File: src/rtl/io_window_decoder.sv
// io_window_decoder: programmable Z80 I/O window decoder with config ports and wait-state FSM
module io_window_decoder #(
  parameter int NUM_CH = 8,
  parameter int MAX_WAIT = 7,
  parameter logic [7:0] CFG_PORT = 8'h7E
) (
  input  logic              clock,
  input  logic              reset,
  input  logic [7:0]        address,
  input  logic [7:0]        data_in,
  input  logic              iowrite,
  input  logic              ioread,
  output logic [NUM_CH-1:0] cs_wr,
  output logic [NUM_CH-1:0] cs_rd,
  output logic              cfg_rd_en,
  output logic [7:0]        cfg_rd_data,
  output logic              io_wait,
  output logic              miss
);
  typedef enum logic [1:0] {IDLE, WAIT, HOLD} state_t;
  state_t state;
  logic [7:0] base [NUM_CH];
  logic [7:0] mask [NUM_CH];
  logic [4:0] ctrl [NUM_CH];
  logic [7:0] idx;
  logic [2:0] cnt;
  logic strb_d;
  logic strb, start, illegal, is_idx, is_dat, hit;
  logic [NUM_CH-1:0] onehot;
  logic [2:0] hit_w, w_in;
  logic [7:0] reg_val;
  always_comb begin
    strb = ioread | iowrite;
    start = strb & ~strb_d;
    illegal = ioread & iowrite;
    is_idx = address == CFG_PORT;
    is_dat = address == CFG_PORT + 8'd1;
    w_in = int'(data_in[4:2]) > MAX_WAIT ? 3'(MAX_WAIT) : data_in[4:2];
    onehot = '0;
    hit = 1'b0;
    hit_w = 3'd0;
    // Scan downward so the lowest hitting window overwrites any higher one.
    for (int i = NUM_CH - 1; i >= 0; i--)
      if (((address ^ base[i]) & mask[i]) == 8'h00 && (ioread ? ctrl[i][0] : ctrl[i][1])) begin
        onehot = '0;
        onehot[i] = 1'b1;
        hit = 1'b1;
        hit_w = ctrl[i][4:2];
      end
    reg_val = 8'h00;
    for (int i = 0; i < NUM_CH; i++)
      if (idx[7:2] == 6'(i))
        reg_val = idx[1:0] == 2'd0 ? base[i] : idx[1:0] == 2'd1 ? mask[i] :
                  idx[1:0] == 2'd2 ? {3'b000, ctrl[i]} : 8'h00;
  end
  assign io_wait = state == WAIT;
  always_ff @(posedge clock) begin
    if (reset) begin
      state <= IDLE;
      cnt <= 3'd0;
      strb_d <= 1'b1;
      idx <= 8'h00;
      cs_wr <= '0;
      cs_rd <= '0;
      cfg_rd_en <= 1'b0;
      cfg_rd_data <= 8'h00;
      miss <= 1'b0;
      for (int i = 0; i < NUM_CH; i++) begin
        base[i] <= 8'h00;
        mask[i] <= 8'hFF;
        ctrl[i] <= 5'd0;
      end
    end else begin
      strb_d <= strb;
      miss <= start & (illegal | (~(is_idx | is_dat) & ~hit));
      if (!strb) begin
        state <= IDLE;
        cnt <= 3'd0;
        cs_wr <= '0;
        cs_rd <= '0;
        cfg_rd_en <= 1'b0;
      end else if (start) begin
        if (illegal) state <= HOLD;
        else if (is_idx | is_dat) begin
          state <= HOLD;
          cfg_rd_en <= ioread;
          if (ioread) cfg_rd_data <= is_idx ? idx : reg_val;
          if (is_idx && iowrite) idx <= data_in;
          if (is_dat) idx <= idx + 8'd1;
          for (int i = 0; i < NUM_CH; i++)
            if (is_dat && iowrite && idx[7:2] == 6'(i)) begin
              if (idx[1:0] == 2'd0) base[i] <= data_in;
              else if (idx[1:0] == 2'd1) mask[i] <= data_in;
              else if (idx[1:0] == 2'd2) ctrl[i] <= {w_in, data_in[1:0]};
            end
        end else begin
          cs_wr <= iowrite ? onehot : '0;
          cs_rd <= ioread ? onehot : '0;
          state <= hit && hit_w != 3'd0 ? WAIT : HOLD;
          cnt <= hit ? hit_w : 3'd0;
        end
      end else if (state == WAIT) begin
        if (cnt == 3'd1) begin
          state <= HOLD;
          cnt <= 3'd0;
        end else cnt <= cnt - 3'd1;
      end
    end
  end
endmodule

File: config.mk
export PLATFORM = sky130hd
export DESIGN_NAME = io_window_decoder
export DESIGN_NICKNAME = d
export VERILOG_FILES = /design/src/rtl/io_window_decoder.sv
export SDC_FILE = /design/constraint.sdc
export NUM_CORES = 1
export LEC_CHECK = 0
export CELL_PAD_IN_SITES_DETAIL_PLACEMENT = 1
export CELL_PAD_IN_SITES_GLOBAL_PLACEMENT = 2
export CORE_MARGIN = 2
export CORE_UTILIZATION = 40
export DETAILED_ROUTE_END_ITERATION = 7
export PLACE_DENSITY_LB_ADDON = 0.1
export SLEW_MARGIN = 20
export SYNTH_ARGS = -nofsm -noshare
export SYNTH_HDL_FRONTEND = slang
export SYNTH_SLANG_ARGS = --single-unit
File: constraint.sdc
create_clock -name clock -period 3.1 [get_ports clock]
set_input_delay 0.62 -clock clock [delete_from_list [all_inputs] [get_ports clock]]
set_output_delay 0.62 -clock clock [all_outputs]
set_load 0.05 [all_outputs]
* Word level (Yosys, flattened, before mapping) *
Memories as Yosys holds them, arrays and structs flattened.
Index checks and enable logic that the tools add are counted.

word-level totals
  bits in registers = 40
  logic and storage cells = 402
  input bits = 20
  output and inout port bits = 27
  memory bits (writable) = 168
  memory bits (read-only) = 0
  latch bits = 0
  memories = 3

memories
  name  depth  width  read ports  clocked after Yosys merged registers in  wr ports  line  text
  base  8      8      8           0                                        8         22    logic [7:0] base [NUM_CH];
  mask  8      8      8           0                                        8         23    logic [7:0] mask [NUM_CH];
  ctrl  8      5      8           0                                        8         24    logic [4:0] ctrl [NUM_CH];

cells by class
  divide/modulo/power cells = 0
  reductions and logical operators = 40
  order comparisons = 0
  bitwise logic cells = 52
  multiplexer cells = 281
  $mul = 0
  equality and inequality tests = 15
  add/sub/neg operators = 2
  shifts and indexed selects = 0

operators with widths
  cell                                                             number
  8-bit two-way mux                                                53
  1-bit two-way mux                                                192
  5-bit two-way mux                                                16
  8-bit AND                                                        8
  8-bit logical NOT                                                8
  8-bit XOR                                                        8
  3-bit two-way mux                                                14
  1-bit bitwise OR                                                 27
  6-bit by 3-bit == test with 1-bit output, second input constant  4
  1-bit logical AND                                                19
  8-bit by 7-bit == test with 1-bit output, second input constant  2
  6-bit by 2-bit == test with 1-bit output, second input constant  2
  2-bit two-way mux                                                6
  5-bit AND reduction                                              2
  3-bit AND reduction                                              3
  8-bit by 1-bit adder with 8-bit output, second input constant    1
  6-bit by 1-bit == test with 1-bit output, second input constant  1
  6-bit logical NOT                                                1
  2-bit nonzero test                                               3
  1-bit NOT                                                        5
  1-bit AND                                                        4
  2-bit by 1-bit == test with 1-bit output, second input constant  2
  2-bit != test, second input constant                             2
  3-bit by 1-bit == test with 1-bit output, second input constant  1
  other kinds (6)                                                  6

* Logic depth before layout (Yosys ltp) *
Gate-level depths: netlist of the first run.

  depth after elaboration = 18
  gate-level depth with buffers = 13
  depth with buffers taken out = 11

* Worst setup path after synthesis of the first run *
Ideal clock, no wire load.

  path kind = input to register
  from = input port address[3]
  to = register state[1]
  data required time = 3017 ps
  library setup time = 83 ps
  buffers on the path = 2
  slack = 255 ps
  arrival time = 2763 ps
  cell stages on the path = 10
  path through = buf_6 xor2_1 a221o_1 or3_1 buf_2 o211a_1 a222oi_1 o21ai_1 or4_1 o221ai_1

between the ends
  word-level cells in the longest chain between the ends = 18
  elaborated cells between the ends (all ways) = 57
  classes of those cells = eq/ne: 2; mux: 20; bitwise: 17; reduce/logical: 18

RTL lines
  what                            line  text
  start: declaration              9     input logic [7:0] address,
  8-bit XOR                       44    if (((address ^ base[i]) & mask[i]) == 8'h00 && (ioread ? ctrl[i][0] : ctrl[i][1])) begin
  8-bit AND                       44
  8-bit logical NOT               44
  1-bit logical AND               44
  3-bit two-way mux (8 in a row)  44
  3-bit nonzero test              99    state <= hit && hit_w != 3'd0 ? WAIT : HOLD;
  1-bit logical AND               99
  2-bit two-way mux               99
  2-bit two-way mux (*)           84    else if (is_idx | is_dat) begin
  2-bit two-way mux (*)           83    if (illegal) state <= HOLD;
  2-bit two-way mux (*)           82    end else if (start) begin
  end signal: assignment          99
  end: declaration                21    state_t state;

Every way passes the cells marked *; elsewhere a longest branch is shown, timed or not.
A chain may end at the register's enable or synchronous reset.

* Final worst setup path of the first run *
  from = input port address[2]
  to = register state[1]

Same word-level chain as after synthesis.

==> flow_metrics.env, run 1 <==
export IMPL_cts_max_level=1
export IMPL_fin_nets=1339
export IMPL_skew_ns=0.0106
export IMPL_netlist_instances=1140
export IMPL_wl_um=40900
export IMPL_hpwl_um=30900
export IMPL_run_status="finished clean"
export IMPL_globalRouteOverflowTotal=0
export IMPL_hold_viol_final=0
export IMPL_area_growth_pct=28.0
export IMPL_ys_ff_latch=208
export IMPL_path_class="input port to register"
export IMPL_grt_pass1_vias=9904
export IMPL_grt_busiest_layer="met2"
export IMPL_first_pass_iters=5
export IMPL_chipWidth_um=170
export IMPL_vias=9501
export IMPL_finalWeightedCongestion=0.890
export IMPL_antenna_found_initial=0
export IMPL_met2_usage_pct=47.8
export IMPL_grt_met1_usage_pct=38.5
export IMPL_drt_first_iter_violations=668
export IMPL_synth_edf_count=168
export IMPL_final_area_um2=14100
export IMPL_worst_pin_slew_ns=0.745
export IMPL_finalWorstSetupSlack_ns=0.0633
export IMPL_async_flop_share_pct=0
export IMPL_cp_max_fo=9
export IMPL_min_period_over_period_pct=98.0
export IMPL_drtAntennaViolNets=0
export IMPL_route_detailed_drc=0
export IMPL_cts_buffer_depth=3
export IMPL_crit_required_ns=3.57
export IMPL_fin_total_pwr_mw=6.92
export IMPL_drive_gt1_share_pct=20.1
export IMPL_power_density_nw_per_um2=492
export IMPL_grtUsageMet3_pct=3.89
export IMPL_yosys_warnings=0
export IMPL_hold_class="register to register"
export IMPL_period_needed_ns=3.04
export IMPL_crit_path_start_kind="input port"
export IMPL_row_count=60
export IMPL_root_buffer="clkbuf_16"
export IMPL_synth_ff_type="edfxtp_1"
export IMPL_crit_arrival_ns=3.50
export IMPL_pin_count=47
export IMPL_layoutNonFillerInstCount=1674
export IMPL_grt_pass1_wl_um=60800
export IMPL_wire_per_inst_um=24.4
export IMPL_antenna_cells=0
export IMPL_vias_per_cell=5.68
export IMPL_grt_max_degree=57
export IMPL_synth_yosys_seq_area_share_pct=53.2
export IMPL_seq_area_um2=5850
export IMPL_ir_drop_uv=443
export IMPL_dp_cells=1619
export IMPL_die_y_um=170
export IMPL_finalMaxSlewViolations=0
export IMPL_yosys_cell_types_count=59
export IMPL_p_leak_nw=5.14
export IMPL_cts_sinks=208
export IMPL_drv_cap=0
export IMPL_syn_area_per_cell_um2=9.64
export IMPL_setup_viol=0
export IMPL_fin_hold_ws_ns=0.472
export IMPL_cts_tree="built"
export IMPL_clkTransAtPathRegs_ns=0.06
export IMPL_die_area_um2=28800
export IMPL_insertion_delay_ns=0.54
export IMPL_grt_usage_pct=28.8
export IMPL_endpoint_kind="register"
export IMPL_fillers=3031
export IMPL_io_buffers=46
export IMPL_dp_slack_ns=-0.664
export IMPL_relSlewSlack_pct=50.3
export IMPL_dpl_cell_area_um2=13000
export IMPL_syn_area_um2=11000
export IMPL_numCtsBuffers=27
export IMPL_core_area_um2=27000
export IMPL_synth_fp_nets=1167
export IMPL_start_util_pct=40.8
export IMPL_multi_input_area_um2=4840
export IMPL_max_freq_ghz=0.329
==> synth_stat cells, types with 6 or more instances <==
master	number	area (um^2)
inv_1	29	109
dfxtp_1	40	801
and2_1	7	43.8
ha_1	7	87.6
nand3_1	18	90.1
mux4_2	13	293
a211oi_1	7	52.6
mux2i_1	9	90.1
a21oi_1	66	330
nand2_1	197	739
o211ai_1	9	67.6
clkbuf_1	56	210
nor2_1	179	672
nor3_1	10	50.1
nor4_1	7	43.8
and3_1	12	75.1
a221oi_1	7	61.3
nor3_2	7	70.1
nand2b_1	22	138
or2_2	12	75.1
buf_2	6	30.0
a22oi_1	40	300
edfxtp_1	168	5040
o21bai_1	6	45.0
o21ai_0	65	325
xor2_1	64	561
==> kinds of logic (layout without fill, tap and decap cells) <==
logic type,Yosys count,in the layout,synth area share (%)
simple gates,489,489,19.3
compound gates,246,246,14.2
flops,208,208,53.2
buf+inv,103,296,3.86
xor+xnor,65,65,5.18
mux,22,22,3.48
fa+ha+maj,7,7,0.797
==> final cells by class <==
| class | count | area share [%] |
|---|---|---|
| Sequential cell | 208 | 41.5 |
| Multi-Input combinational cell | 829 | 34.4 |
| Timing Repair Buffer | 215 | 13.8 |
| Tap cell | 341 | 3.03 |
| Clock buffer | 31 | 5.13 |
| Clock inverter | 19 | 1.24 |
| Inverter | 31 | 0.827 |
==> state kept, by name (all words and copies together) (netlist names) <==
register	cells
state	2
miss	1
base	64
cfg_rd_data	8
idx	8
cs_rd	8
cnt	3
strb_d	1
cfg_rd_en	1
ctrl	40
cs_wr	8
mask	64
==> critical path, stage by stage <==
cell	delay [ns]
clkdlybuf4s50_1	0.44
buf_12	0.17
xor2_1	0.16
a22oi_1	0.18
nand2_1	0.12
or2_4	0.30
o211a_1	0.24
a222oi_1	0.36
buf_4	0.20
o21ai_1	0.08
or4_4	0.54
o221ai_2	0.07
==> worst paths after layout <==
kind / end / slack (ns) / depth (start not counted) / startpoint
worst max-delay path: state[1] / 0.06 / 12 / address[2]
worst min-delay path: cfg_rd_data[7] / 0.47 / 2 / cfg_rd_data[7]
worst max register to register: cfg_rd_data[5] / 0.28 / 12 / idx[0]
worst min register to register: cfg_rd_data[7] / 0.47 / 2 / cfg_rd_data[7]
==> per-layer routing <==
layer | share of wire [%] | wire [um] | vias to the layer above
li1 | - | - | 4390
met1 | 43 | 17500 | 4736
met2 | 47 | 19400 | 284
met3 | 5.6 | 2300 | 91
met4 | 4.1 | 1670 | 0
met5 | 0 | 0 | -
==> metrics by stage <==
step	util [%]	TNS [ns]
final	52.2	0
after global routing	52.2	-0.00809
after CTS	51.7	0
after detailed placement	48.3	-78.51
after global placement	48.3	-68.85
after floorplan	-	0
==> cells in the final DEF (no fill, tap or decap), types with 9 or more instances in the layout <==
cell / n
nand2_1: 196
buf_4: 150
o21ai_0: 65
buf_12: 16
and3_1: 12
or2_2: 12
nand2b_1: 22
xor2_1: 64
clkbuf_16: 28
nand3_1: 16
mux2i_1: 9
o211ai_1: 9
edfxtp_1: 168
nor2_1: 179
a22oi_1: 38
inv_1: 29
nor3_1: 9
dfxtp_1: 40
a21oi_1: 65
mux4_2: 13
clkdlybuf4s50_1: 40
==> power by group <==
part / internal (mW) / switching, mW / leakage [nW] / total (mW)
combinational: 0.246 / 0.351 / 2.83 / 0.598
sequential: 3.10 / 0.0667 / 1.87 / 3.17
clock: 1.91 / 1.24 / 0.445 / 3.15
total: 5.26 / 1.65 / 5.14 / 6.92
==> what timing repair did <==
| item | in CTS | in global routing |
|---|---|---|
| setup endpoints to repair | 3 | 5 |
| resized for setup | 5 | 24 |
| hold buffers | 0 | 0 |
| pin swaps | 3 | 17 |
| buffers inserted | 1 | 4 |
Power figures use the tool's default switching activity.
==> run 2, diff against run 1 <==
==> constraint.sdc (replaced) <==
create_clock -name clock -period 3.1 [get_ports clock]
set_input_delay 0.465 -clock clock [delete_from_list [all_inputs] [get_ports clock]]
set_output_delay 0.465 -clock clock [all_outputs]
set_load 0.05 [all_outputs]
==> flow_metrics.env, run 2 (synthesis gave the netlist of run 1 again) <==
export IMPL_comb_power_share_pct=8.4
export IMPL_area_growth_pct=26.2
export IMPL_wl_um=41200
export IMPL_cts_buffer_depth=3
export IMPL_route_detailed_drc=0
export IMPL_ir_drop_uv=405
export IMPL_reg2reg_from="base[0][14]"
export IMPL_p_int_mw=5.27
export IMPL_power_density_nw_per_um2=498
export IMPL_numCtsBuffers=26
export IMPL_p_leak_nw=5.02
export IMPL_root_buffer="clkbuf_16"
export IMPL_globalRouteOverflowTotal=0
export IMPL_clkTransAtPathRegs_ns=0.06
export IMPL_chipWidth_um=170
export IMPL_p_sw_share_pct=23.8
export IMPL_hold_class="input port to register"
export IMPL_min_to="miss"
export IMPL_cp_max_fo=9
export IMPL_grt_pass1_vias=10100
export IMPL_reg2reg_setup_slack_ns=0.18
export IMPL_cts_sinks=208
export IMPL_hold_viol_final=0
export IMPL_grt_pass1_wl_um=61800
export IMPL_r2r_cells=10
export IMPL_vias_per_cell=5.72
export IMPL_max_freq_ghz=0.326
export IMPL_cts_tree="built"
export IMPL_post_cts_buffers=0
export IMPL_drv_cap=0
export IMPL_wire_per_inst_um=24.9
export IMPL_fin_total_pwr_mw=6.91
export IMPL_relSlewSlack_pct=51.7
export IMPL_layoutNonFillerInstCount=1659
export IMPL_core_area_um2=27000
export IMPL_seq_power_share_pct=45.9
export IMPL_hpwl_um=31000
export IMPL_r2r_end="state[1]"
export IMPL_crit_chain="clkdlybuf4s50_1 > buf_12 > xor2_1 > a222oi_1 > buf_4 > buf_4 > a211oi_1 > buf_4 > o221ai_2 > a211oi_1 > o22a_1 > or4_1 > o221ai_1"
export IMPL_whs_path_depth=2
export IMPL_fin_nets=1325
export IMPL_setup_viol=0
export IMPL_cp_num_buf_inv=5
export IMPL_insertion_delay_ns=0.54
export IMPL_switchingPower_mw=1.64
export IMPL_io_buffers=46
export IMPL_grt_max_degree=57
export IMPL_rsz0062_at_grt="no"
export IMPL_critPathMostFrequentCell="buf_4"
export IMPL_layout_commonest_cell="nand2_1"
export IMPL_dp_cells=1611
export IMPL_die_area_um2=28800
export IMPL_clockPowerShare_pct=45.7
export IMPL_drtAntennaViolNets=0
export IMPL_reg_top3="base x64, mask x64, ctrl x40"
export IMPL_crit_arrival_ns=3.52
export IMPL_row_count=60
export IMPL_pin_count=47
export IMPL_die_y_um=170
export IMPL_crit_required_ns=3.55
export IMPL_vias=9491
export IMPL_skew_ns=0.0234
export IMPL_fillers=2982
export IMPL_path_class="input port to register"
export IMPL_hp_start="reset"
export IMPL_drive_gt1_share_pct=18.3
export IMPL_crit_path_start="address[4]"
export IMPL_cpPeakStageDelay_ns=0.56
export IMPL_grt_usage_pct=29.2
export IMPL_start_util_pct=40.8
export IMPL_fin_util_pct=51.5
export IMPL_period_needed_ns=3.07
export IMPL_drt_first_iter_violations=732
export IMPL_final_cell_mix="197 x nand2_1, 179 x nor2_1, 168 x edfxtp_1, 139 x buf_4, 66 x a21oi_1"
export IMPL_finalWeightedCongestion=0.841
export IMPL_antenna_cells=0
export IMPL_cts_max_level=1
export IMPL_worst_pin_slew_ns=0.725
export IMPL_min_period_over_period_pct=99.0
export IMPL_slowest_stage="a222oi_1"
export IMPL_cpLargestDelayFamily="compound AO/OA/AOI/OAI gates"
export IMPL_crit_path_start_kind="input port"
export IMPL_endpoint_kind="register"
export IMPL_antenna_found_initial=0
export IMPL_finalMaxSlewViolations=0
export IMPL_first_pass_iters=5
export IMPL_run_status="finished clean"
==> run 2: cell count changes in the layout (fill, tap and decap cells not counted), sizes merged <==
| cell | delta |
|---|---|
| buf | -13 |
| clkbuf | +5 |
| clkdlybuf4s50 | +5 |
| clkinv | -5 |
| dlymetal6s2s | -5 |
| inv | -2 |
==> run 2: repair_timing <==
item	4_1_cts	5_1_grt
endpoints found under the setup margin	1	3
pin swaps	2	5
resized for setup	1	7
hold buffers	0	0
==> run 2: power by group through the flow <==
stage	Sequential [mW]	Combinational, mW	Clock (mW)
floorplan	3.20	0.281	0
global placement	3.23	0.558	0
detailed placement	3.23	0.567	0
CTS	3.17	0.571	3.19
global route	3.18	0.616	3.27
finish	3.17	0.577	3.16
==> run 2: per-layer routing <==
layer	up-vias	GRT usage [%]	routed length, um
li1	4365	-	-
met1	4727	38.3	17400
met2	307	49.0	19800
met3	92	4.48	2470
met4	0	10.8	1620
met5	-	0	0
==> run 2: through the flow <==
step	cell area, um^2	TNS [ns]	hold slack (ns)	worst slack [ns]
finish	13900	0	0.374	0.0321
global placement	12900	-49.15	0.446	-0.537
global route	13900	0	0.380	0.00658
detailed placement	12900	-65.12	0.460	-0.533
CTS	13800	0	0.368	0.0124
floorplan	11000	0	0.468	0.333
==> run 2: layout make-up <==
cell class                      count  area, um^2  area share, %
Sequential cell                   208        5850           42.1
Multi-Input combinational cell    829        4760           34.3
Timing Repair Buffer              202        1830           13.2
Clock buffer                       36         749           5.40
Tap cell                          341         427           3.08
Clock inverter                     12         141           1.02
Inverter                           31         116          0.839
==> run 2: how the worst max path moves through the flow <==
stage / endpoint / slack (ns) / cells after the start
global route: state[1] / 0.007 / 11
global placement: state[1] / -0.54 / 13
floorplan: base[1][16] / 0.33 / 8
finish: state[1] / 0.03 / 13
CTS: state[1] / 0.01 / 13
detailed placement: state[1] / -0.53 / 11
==> run 2: worst register-to-register path, cell delays in order, from the launching register on <==
cell      delay, ns
edfxtp_1       0.43
xor2_1         0.18
a222oi_1       0.33
buf_4          0.20
nand3_1        0.08
buf_4          0.16
o211a_1        0.14
a222oi_1       0.50
o21ai_1        0.20
or4_1          0.54
o221ai_1       0.08
